## src/rtl/mem_arbiter_pkg.sv

```systemverilog
// Shared definitions for the memory arbiter: FSM encoding, timer sizing
// and the parameter defaults used by the top level and the bus timer.
package mem_arbiter_pkg;

    typedef enum logic [1:0] {
        ST_IDLE  = 2'd0,
        ST_IBUSY = 2'd1,
        ST_DBUSY = 2'd2,
        ST_DONE  = 2'd3
    } arb_state_t;

    localparam int          DEFAULT_TIMEOUT_CYCLES = 255;
    localparam int          TIMER_WIDTH            = 10;
    localparam logic [31:0] DEFAULT_ERR_RDATA      = 32'hFFFF_FFFF;

endpackage

```

## src/rtl/mem_arbiter_bus_timer.sv

```systemverilog
// Bus timeout counter: counts BUSY cycles without an acknowledge and flags
// the cycle in which the LIMIT-th such cycle is reached.
module bus_timer
    import mem_arbiter_pkg::*;
#(
    parameter int LIMIT = DEFAULT_TIMEOUT_CYCLES,
    parameter int WIDTH = TIMER_WIDTH
) (
    input  logic clk,
    input  logic rst_n,
    input  logic clear,
    input  logic enable,
    output logic expired
);

    localparam logic [WIDTH-1:0] LAST = WIDTH'(LIMIT - 1);

    logic [WIDTH-1:0] count;

    // Count un-acknowledged BUSY cycles; cleared whenever the bus is not owned
    always_ff @(posedge clk or negedge rst_n) begin
        if (!rst_n) begin
            count <= '0;
        end else if (clear) begin
            count <= '0;
        end else if (enable) begin
            count <= count + WIDTH'(1);
        end
    end

    assign expired = enable && (count == LAST);

endmodule

```

## src/rtl/mem_arbiter.sv

```systemverilog
// Memory arbiter: shares one memory bus between instruction fetch and the
// data stage, data having fixed priority, with a per-transaction timeout.
module mem_arbiter
    import mem_arbiter_pkg::*;
#(
    parameter int          TIMEOUT_CYCLES = DEFAULT_TIMEOUT_CYCLES,
    parameter logic [31:0] ERR_RDATA      = DEFAULT_ERR_RDATA
) (
    input  logic        clk,
    input  logic        rst_n,
    input  logic        if_req,
    input  logic [31:0] if_addr,
    output logic [31:0] if_rdata,
    output logic        if_ready,
    input  logic        d_ren,
    input  logic        d_wen,
    input  logic [31:0] d_addr,
    input  logic [31:0] d_wdata,
    output logic [31:0] d_rdata,
    output logic        d_ready,
    output logic        if_stall,
    output logic        mem_stall,
    output logic        bus_cyc,
    output logic        bus_we,
    output logic [31:0] bus_addr,
    output logic [31:0] bus_wdata,
    input  logic [31:0] bus_rdata,
    input  logic        bus_ack,
    input  logic        err_clr,
    output logic        bus_err,
    output logic        err_sticky
);

    arb_state_t  state_q;
    arb_state_t  state_next;
    logic [31:0] addr_q;
    logic [31:0] wdata_q;
    logic        we_q;
    logic        owner_data_q;
    logic        timeout_hit_q;
    logic [31:0] if_rdata_q;
    logic [31:0] d_rdata_q;
    logic        err_sticky_q;

    logic busy;
    logic d_any;
    logic take_data;
    logic take_inst;
    logic timer_expired;

    assign busy      = (state_q == ST_IBUSY) || (state_q == ST_DBUSY);
    assign d_any     = d_ren | d_wen;
    assign take_data = (state_q == ST_IDLE) && d_any;
    assign take_inst = (state_q == ST_IDLE) && !d_any && if_req;

    bus_timer #(
        .LIMIT (TIMEOUT_CYCLES),
        .WIDTH (TIMER_WIDTH)
    ) u_bus_timer (
        .clk     (clk),
        .rst_n   (rst_n),
        .clear   (!busy),
        .enable  (busy && !bus_ack),
        .expired (timer_expired)
    );

    // State register; reset drops straight to IDLE so the bus releases at once
    always_ff @(posedge clk or negedge rst_n) begin
        if (!rst_n) begin
            state_q <= ST_IDLE;
        end else begin
            state_q <= state_next;
        end
    end

    // Next-state logic: data beats instruction, DONE always lasts one cycle
    always_comb begin
        state_next = state_q;
        unique case (state_q)
            ST_IDLE: begin
                if (d_any) begin
                    state_next = ST_DBUSY;
                end else if (if_req) begin
                    state_next = ST_IBUSY;
                end
            end
            ST_IBUSY, ST_DBUSY: begin
                if (bus_ack || timer_expired) begin
                    state_next = ST_DONE;
                end
            end
            ST_DONE: begin
                state_next = ST_IDLE;
            end
            default: begin
                state_next = ST_IDLE;
            end
        endcase
    end

    // Latch the winning request so the bus sees stable values for the whole transfer
    always_ff @(posedge clk or negedge rst_n) begin
        if (!rst_n) begin
            addr_q       <= '0;
            wdata_q      <= '0;
            we_q         <= 1'b0;
            owner_data_q <= 1'b0;
        end else if (take_data) begin
            addr_q       <= d_addr;
            wdata_q      <= d_wen ? d_wdata : 32'h0;
            we_q         <= d_wen;
            owner_data_q <= 1'b1;
        end else if (take_inst) begin
            addr_q       <= if_addr;
            wdata_q      <= 32'h0;
            we_q         <= 1'b0;
            owner_data_q <= 1'b0;
        end
    end

    // Capture read data for the owner; a timed-out read returns the error pattern
    always_ff @(posedge clk or negedge rst_n) begin
        if (!rst_n) begin
            if_rdata_q <= '0;
            d_rdata_q  <= '0;
        end else if (busy && bus_ack) begin
            if (owner_data_q) begin
                d_rdata_q <= bus_rdata;
            end else begin
                if_rdata_q <= bus_rdata;
            end
        end else if (busy && timer_expired && !we_q) begin
            if (owner_data_q) begin
                d_rdata_q <= ERR_RDATA;
            end else begin
                if_rdata_q <= ERR_RDATA;
            end
        end
    end

    // Remember a timeout for the DONE pulse and in the sticky flag; timeout beats clear
    always_ff @(posedge clk or negedge rst_n) begin
        if (!rst_n) begin
            timeout_hit_q <= 1'b0;
            err_sticky_q  <= 1'b0;
        end else begin
            timeout_hit_q <= busy && timer_expired;
            if (busy && timer_expired) begin
                err_sticky_q <= 1'b1;
            end else if (err_clr) begin
                err_sticky_q <= 1'b0;
            end
        end
    end

    assign bus_cyc    = busy;
    assign bus_addr   = busy ? addr_q : 32'h0;
    assign bus_we     = (state_q == ST_DBUSY) && we_q;
    assign bus_wdata  = bus_we ? wdata_q : 32'h0;
    assign if_ready   = (state_q == ST_DONE) && !owner_data_q;
    assign d_ready    = (state_q == ST_DONE) && owner_data_q;
    assign bus_err    = (state_q == ST_DONE) && timeout_hit_q;
    assign err_sticky = err_sticky_q;
    assign if_rdata   = if_rdata_q;
    assign d_rdata    = d_rdata_q;
    assign if_stall   = if_req & ~if_ready;
    assign mem_stall  = d_any & ~d_ready;

endmodule
```

## config.mk

```make
export PLATFORM = sky130hd
export DESIGN_NAME = mem_arbiter
export DESIGN_NICKNAME = d
export VERILOG_FILES = /design/src/rtl/mem_arbiter_pkg.sv /design/src/rtl/mem_arbiter_bus_timer.sv /design/src/rtl/mem_arbiter.sv
export SDC_FILE = /design/constraint.sdc
export NUM_CORES = 1
export LEC_CHECK = 0
export CORE_MARGIN = 2
export CORE_UTILIZATION = 30
export CTS_BUF_LIST = sky130_fd_sc_hd__clkbuf_16
export DETAILED_ROUTE_END_ITERATION = 8
export GPL_TIMING_DRIVEN = 1
export HOLD_SLACK_MARGIN = 0.15
export SLEW_MARGIN = 20
export SYNTH_ARGS = -nofsm -noshare
export SYNTH_HDL_FRONTEND = slang
export SYNTH_SLANG_ARGS = --single-unit
```

## constraint.sdc

```tcl
create_clock -name clk -period 1.65 [get_ports clk]
set_input_delay 0.33 -clock clk [delete_from_list [all_inputs] [get_ports clk]]
set_output_delay 0.33 -clock clk [all_outputs]
set_load 0.1 [all_outputs]
```

After elaboration in Yosys (flattened, before gate mapping)
Index checks and enable logic that the tools add are counted.
{"block": "word_totals", "in_bits": 135, "wordCells": 79, "ff_bits": 144}
{"block": "op_classes", "mux": 26, "bitwise_logic": 5, "n_eq_ne": 11, "n_addsub": 1, "n_reduce_logical": 26}
{"operator": "$mux 32", "n": 15}
{"operator": "$mux 10", "n": 2}
{"operator": "$logic_and 1x1->1", "n": 12}
{"operator": "$add 10x1->10 const B", "n": 1}
{"operator": "$eq 10x8->1 const B", "n": 1}
{"operator": "$ne 2x2->1 const B", "n": 5}
{"operator": "$mux 2", "n": 3}
{"operator": "$pmux 2 s3", "n": 1}
{"operator": "$reduce_and 3->1", "n": 2}
{"operator": "$reduce_bool 2->1", "n": 3}
{"operator": "$mux 1", "n": 5}
{"operator": "$eq 2x2->1 const B", "n": 2}
{"operator": "$logic_not 1->1", "n": 4}
{"operator": "$ne 3x3->1 const B", "n": 1}
{"operator": "$and 1x1->1", "n": 2}
{"operator": "$eq 2x1->1 const B", "n": 1}
{"operator": "$logic_not 2->1", "n": 1}
{"operator": "$logic_or 1x1->1", "n": 2}
{"operator": "$ne 2x1->1 const B", "n": 1}
{"operator": "$not 1->1", "n": 2}
{"operator": "$reduce_and 2->1", "n": 1}
{"operator": "$reduce_or 2->1", "n": 1}
{"operator": "$or 1x1->1", "n": 1}

Longest topological paths before layout
Gate-level depths: netlist of run 1.
{"block": "depth", "ltp_word": 8, "mapped_depth": 8, "mapped_depth_nobuf": 6}

Hierarchy
A second synthesis of run 1 with hierarchy kept.
{"block": "unflattened", "cells_unflattened": 527, "hier_area_um2": 6147.1}
{"module": "mem_arbiter", "cells_each": 474, "instances": 1, "area_each_um2": 5621.6}
{"module": "bus_timer", "cells_each": 53, "instances": 1, "area_each_um2": 525.5}

Worst setup path before layout of run 1
Ideal clock, no wire load.
{"block": "synth_timing", "path_type": "register to output", "startpoint": "register state_q[1]", "endpoint": "output if_stall", "required_time_ns": 1.320, "arrival_ns": 2.883, "stages_incl_launch_ff": 4, "n_path_buf": 0, "setup_slack_ns": -1.563, "cell_sequence": "dfrtp_1 ha_1 nor2b_1 nor2b_1"}
{"block": "synth_between", "elab_chain_cells": 4}
{"element": "start, declared", "line_no": "mem_arbiter.sv:34", "source": "arb_state_t state_q;"}
{"element": "start signal, assigned", "line_no": "mem_arbiter.sv:72", "source": "state_q <= state_next;"}
{"element": "$eq 2x2->1", "line_no": "mem_arbiter.sv:160", "source": "assign if_ready = (state_q == ST_DONE) && !owner_data_q;"}
{"element": "$logic_and 1x1->1", "line_no": "mem_arbiter.sv:160"}
{"element": "net if_ready", "line_no": "mem_arbiter.sv:14", "source": "output logic if_ready,"}
{"element": "$not 1->1", "line_no": "mem_arbiter.sv:166", "source": "assign if_stall = if_req & ~if_ready;"}
{"element": "$and 1x1->1", "line_no": "mem_arbiter.sv:166"}
{"element": "end, declared", "line_no": "mem_arbiter.sv:21", "source": "output logic if_stall,"}
The timed path passes the listed nets, and every way through them passes these cells.

Worst setup path in the final report of run 1
{"block": "layout_timing", "startpoint": "register state_q[0]", "endpoint": "output bus_addr[14]"}
{"block": "layout_between", "elab_chain_cells": 3, "elab_cells_between_ends": 4, "cone_classes": "2 x eq/ne; 1 x mux; 1 x reduce/logical"}
{"element": "$eq 2x1->1 / $eq 2x2->1 (equally long branches)", "line_no": "mem_arbiter.sv:51", "source": "assign busy = (state_q == ST_IBUSY) || (state_q == ST_DBUSY);"}
{"element": "$logic_or 1x1->1 *", "line_no": "mem_arbiter.sv:51"}
{"element": "$mux 32 *", "line_no": "mem_arbiter.sv:157", "source": "assign bus_addr = busy ? addr_q : 32'h0;"}
{"element": "end, declared", "line_no": "mem_arbiter.sv:25", "source": "output logic [31:0] bus_addr,"}
Mark *: on every way between the ends. The rest lies on a longest branch, timed or not.

==> results of run 1 <==
layer usage:
| layer | part of all wire, % | GRT usage [%] | vias up |
|---|---|---|---|
| met1 | 43 | 25.4 | 3253 |
| li1 | - | - | 3174 |
| met5 | 0 | 0 | - |
| met2 | 47 | 31.0 | 231 |
| met3 | 8.7 | 7.42 | 22 |
| met4 | 1.2 | 4.33 | 0 |
area by class of cell:
cell class                 instances  area share (%)
timing repair buffer             363            39.6
clock inverter                    13            1.56
inverter                           5           0.137
sequential                       144            26.2
clock buffer                      17            3.10
tap                              319            2.90
multi-input combinational        493            26.5
worst min-delay path by stage:
stage / start / endpoint / slack [ps] / cells after the start
global route: bus_ack / u_bus_timer.count[0] / 380 / 3
CTS: bus_ack / u_bus_timer.count[0] / 360 / 3
finish: bus_ack / u_bus_timer.count[0] / 380 / 3
detailed placement: rst_n / if_rdata[7] / 300 / 1
global placement: rst_n / if_rdata[7] / 290 / 1
floorplan: rst_n / addr_q[0] / 30 / 0
synth_stat cells (all sizes together):
library cell / instances / area, sq um
clkinv: 1 / 3.75
a21o: 1 / 7.51
nand2: 8 / 30.0
mux2i: 2 / 20.0
ha: 6 / 75.1
nand4: 3 / 18.8
mux2: 1 / 11.3
buf: 14 / 108
xnor2: 6 / 52.6
clkbuf: 50 / 188
o22ai: 33 / 206
a221oi: 64 / 936
inv: 4 / 15.0
nor2: 196 / 736
nor2b: 5 / 31.3
nand4b: 1 / 8.76
xor2: 2 / 17.5
dfrtp: 144 / 3600
and2: 46 / 288
or3: 1 / 6.26
a21boi: 1 / 7.51
and4b: 1 / 10.0
nand3: 4 / 20.0
a22o: 33 / 289
a21oi: 33 / 165
o21ai: 3 / 15.0
a32oi: 1 / 8.76
or2: 2 / 12.5
nor3: 4 / 20.0
and4bb: 1 / 12.5
and3: 33 / 206
critical path: stages, from the launching register on:
cell and delay [ps]:
dfrtp_1 400, inv_2 120, ha_4 230, buf_4 150, buf_12 130, and2_4 160, buf_12 160
state kept, by name, summed over array words and instances (netlist names):
register and cells:
if_rdata 32, err_sticky 1, state_q 2, d_rdata 32, u_bus_timer.count 10, wdata_q 32, we_q 1, timeout_hit_q 1
addr_q 32, owner_data_q 1
through the flow:
step                area (sq um)  setup slack, ps  cells  utilization [%]  hold WS [ps]
floorplan                   7560             -270    704                -          34.4
global placement           12200             -170   1284             52.2           286
detailed placement         12200             -185   1284             52.2           295
CTS                        13300             -491   1334             56.9           362
global route               13700             -525   1354             58.7           383
finish                     13700             -462   1354             58.7           376
what timing repair did:
action / 4_1_cts / 5_1_grt
cloned: 9 / 14
hold buffers: 1 / 0
endpoints found under the setup margin: 159 / 168
pin swaps: 11 / 20
buffers inserted: 10 / 8
gates resized for setup: 34 / 16
endpoints found under the hold margin: 36 / 0
logic make-up after synthesis:
logic type,Yosys count,share of synthesized area (%)
simple gates,305,19.6
flops,144,50.5
xor+xnor,8,0.983
compound gates,169,22.9
mux,3,0.439
fa+ha+maj,6,1.05
buf+inv,69,4.41
==> impl_metrics.yaml, run 1 <==
status:
  run_status: "finished with violations"
  violations: "negative setup slack"
global_route:
  antenna_found_initial: 0
  grt_pass1_wl_mm: 37.7
  grt_pass1_vias: 6671
  grt_max_degree: 55
  grt_overflow: 0
  grtUsageTotal_pct: 19.5
timing:
  worst_pin_slew_ps: 449
  max_slew_margin_pct: 70.0
  max_freq_mhz: 474
  fin_skew_ps: 10.1
  setup_viol: 137
  setup_tns_ps: -40700
  hold_viol: 0
  fin_crit_sh_pct: 128
  drv_slew: 0
  min_period_ps: 2110
  worst_slack_ps: -462
  grt_setup_unrepaired: "yes"
yosys:
  syn-num-nets: 845
  ys_seq_area_share_pct: 50.5
  synth_cell_types: 36
  syn_avg_cell_area_sq_um: 10.1
  synth_area_sq_mm: 0.00713
  synth_cells: 704
  ys_warn_count: 0
  ys_ff_latch: 144
cells_and_area:
  layout_commonest_cell: "nor2_1"
  fin_nets: 1165
  final_cell_mix: "194 x nor2_1, 160 x buf_12, 144 x dfrtp_1"
  layout-drive-gt1-share_pct: 39.9
  seqCellArea_sq_mm: 0.00360
  multi_input_area_sq_mm: 0.00364
  nFillCells: 1930
  antenna-diode-count: 0
  area_growth_pct: 92.8
worst_setup_path:
  start_kind: "flip-flop"
  ff2ff_setup_slack_ps: -220
  r2r_cells: 8
  crit_type: "reg2out"
  crit_end: "bus_addr[14]"
  cp.arrival_ps: 1780
  crit_path_end_kind: "primary output"
  worst_ep_required_time_ps: 1320
  r2r-end: "if_rdata[22]"
  cp_max_fo: 9
  crit_path_start: "state_q[0]"
  r2r-start: "u_bus_timer.count[0]"
routing:
  drc: 0
  drt_iter0_markers: 302
  avgRoutedWirePerCell_microns: 18.6
  dr.pass1.iters: 4
  drtAntennaViolNets: 0
  vias: 6680
  vias_per_cell: 4.93
  wirelength_mm: 25.2
clocking:
  clkTransAtPathRegs_ps: 60
  cts_tree: "done"
  clk_path_buf_depth: 2
  cts_sinks: 144
  cts_root_buf: "clkbuf_16"
  clock_latency_ps: 420
  numCtsBuffers: 17
  h-tree-depth: 4
die:
  rows: 56
  pin_count: 271
  dieHeight_microns: 158
  die_area_sq_mm: 0.0250
  core_area_sq_mm: 0.0234
  die_x_microns: 158
  initial_core_util_pct: 30.5
placement:
  routabilityCongestion: 0.764
  portBuffers: 270
  place_hpwl_mm: 16.4
run:
  maxCapViolCount: 0
min_path:
  hold_path_class: "in2reg"
Power of run 1 is left out: the tool's default activity adds up to more than one toggle a clock period on the data nets, which glitch-free logic cannot reach.
==> run 2: changes to the inputs <==
--- a/config.mk
+++ b/config.mk
@@ -5,12 +5,15 @@
 export SDC_FILE = /design/constraint.sdc
 export NUM_CORES = 1
 export LEC_CHECK = 0
+export CELL_PAD_IN_SITES_DETAIL_PLACEMENT = 0
+export CELL_PAD_IN_SITES_GLOBAL_PLACEMENT = 2
 export CORE_MARGIN = 2
-export CORE_UTILIZATION = 30
+export CORE_UTILIZATION = 24
 export CTS_BUF_LIST = sky130_fd_sc_hd__clkbuf_16
 export DETAILED_ROUTE_END_ITERATION = 8
 export GPL_TIMING_DRIVEN = 1
 export HOLD_SLACK_MARGIN = 0.15
+export PLACE_DENSITY_LB_ADDON = 0.1
 export SLEW_MARGIN = 20
 export SYNTH_ARGS = -nofsm -noshare
 export SYNTH_HDL_FRONTEND = slang
==> run 2 against run 1 <==
The flow still finishes with violations (negative setup slack). Clock skew increased by 4.4 ps. Hold slack got worse by 22 ps. Global-route usage is 2.2 points lower. Clock-buffer cell count stayed put. First-iteration DRC count up 24%. Maximum frequency is 4.0% higher. Final cell count grew 5.2%. Flip-flop and latch count unchanged. Die area is 24% higher. Setup slack improved by 82 ps. Non-clock buffer count decreased by 3. Critical path depth down 1. Critical endpoint is now bus_addr[27].
==> impl_metrics.yaml, run 2 (synthesis results as in run 1) <==
global_route:
  grt_pass1_vias: 6873
  antenna_found_initial: 2
  grt_max_degree: 68
  grtUsageTotal_pct: 17.3
  grt_pass1_wl_mm: 41.5
  grt_overflow: 0
cells_and_area:
  final_cell_mix: "194 x nor2_1, 157 x buf_12, 144 x dfrtp_1"
  layout-drive-gt1-share_pct: 39.7
  nFillCells: 2743
  seqCellArea_sq_mm: 0.00360
  fin_nets: 1161
  multi_input_area_sq_mm: 0.00363
  layout_commonest_cell: "nor2_1"
  area_growth_pct: 91.6
worst_setup_path:
  crit_path_end_kind: "primary output"
  worst_ep_required_time_ps: 1320
  critical_path.cell_chain: "inv_2 -> ha_4 -> buf_12 -> and2_4 -> buf_12"
  slowest_stage: "dfrtp_1"
  crit_top_cell: "buf_12"
  cp.depth: 5
  start_kind: "flip-flop"
  cp.arrival_ps: 1700
  critPathBufInv: 3
  crit_type: "reg2out"
  crit_family: "buffers and inverters"
  critPathMaxStageDelay_ps: 380
  r2r_cells: 8
  cp_max_fo: 14
clocking:
  cts_root_buf: "clkbuf_16"
  clk_path_buf_depth: 2
  clkTransAtPathRegs_ps: 70
  cts_tree: "done"
  numCtsBuffers: 17
  h-tree-depth: 4
  clock_latency_ps: 420
  cts_sinks: 144
status:
  violations: "negative setup slack"
  run_status: "finished with violations"
routing:
  dr.pass1.iters: 4
  drc: 0
  avgRoutedWirePerCell_microns: 19.2
  drtAntennaViolNets: 0
  drt_iter0_markers: 375
  vias: 6547
  vias_per_cell: 4.60
  wirelength_mm: 27.3
placement:
  place_hpwl_mm: 17.2
  routabilityCongestion: 0.709
  portBuffers: 270
timing:
  worst_slack_ps: -380
  drv_slew: 0
  holdWs_ps: 354
  min_period_ps: 2030
  max_freq_mhz: 493
  fin_crit_sh_pct: 123
  grt_setup_unrepaired: "yes"
  setup_tns_ps: -37710
  hold_viol: 0
  setup_viol: 137
  max_slew_margin_pct: 70.5
  fin_skew_ps: 14.5
  worst_pin_slew_ps: 440
die:
  dieHeight_microns: 176
  die_area_sq_mm: 0.0311
  pin_count: 271
  rows: 63
  die_x_microns: 176
  initial_core_util_pct: 24.2
  core_area_sq_mm: 0.0295
min_path:
  hold_path_class: "in2async"
run:
  maxCapViolCount: 0
[run 2: cell count changes in the layout (fill, tap and decap cells not counted), sizes merged, moves of 2 or more]
cell / previous run / this run
buf: 218 / 221
bufinv: 5 / 1
clkbuf: 29 / 22
clkinv: 6 / 4
inv: 5 / 13
[run 2: metal layers]
metal  global-route usage [%]  wire length, microns  vias up
li1                         -                     -     3162
met1                     23.4                 12600     3186
met2                     27.1                 12500      184
met3                     5.71                  1980       13
met4                     3.34                   214        2
met5                        0                     9        -
[run 2: cell type report]
type | instances | area share, %
Clock buffer | 17 | 3.11
Clock inverter | 15 | 1.09
Inverter | 5 | 0.137
Sequential cell | 144 | 26.4
Multi-Input combinational cell | 492 | 26.6
Antenna cell | 1 | 0.0183
Timing Repair Buffer | 360 | 39.1
Tap cell | 390 | 3.57
[run 2: final timing paths]
| check | startpoint | to | slack (ps) |
|---|---|---|---|
| worst max-delay path | state_q[1] | bus_addr[27] | -380 |
| max in group asynchronous | rst_n | wdata_q[0] | 630 |
| worst min register to register | wdata_q[23] | wdata_q[23] | 510 |
| min in group clk | bus_ack | u_bus_timer.count[4] | 480 |
| worst max register to register | u_bus_timer.count[0] | d_rdata[23] | -240 |
| worst min-delay path | rst_n | addr_q[13] | 350 |
[run 2: through the flow]
stage / util, % / cells / instance area (sq um) / worst slack [ps]
floorplan: - / 704 / 7560 / -270
global placement: 41.8 / 1359 / 12300 / -174
detailed placement: 41.8 / 1359 / 12300 / -203
CTS: 45.9 / 1418 / 13500 / -399
global route: 46.3 / 1423 / 13700 / -464
finish: 46.3 / 1424 / 13700 / -380
[run 2: what timing repair did]
action	in CTS	in global routing
pin swaps	11	17
resized for setup	30	19
hold buffers	1	0
endpoints found under the hold margin	35	0
setup endpoints to repair	137	191
gates cloned	14	5
setup buffers	13	5
Power of run 2 is left out for the same reason.
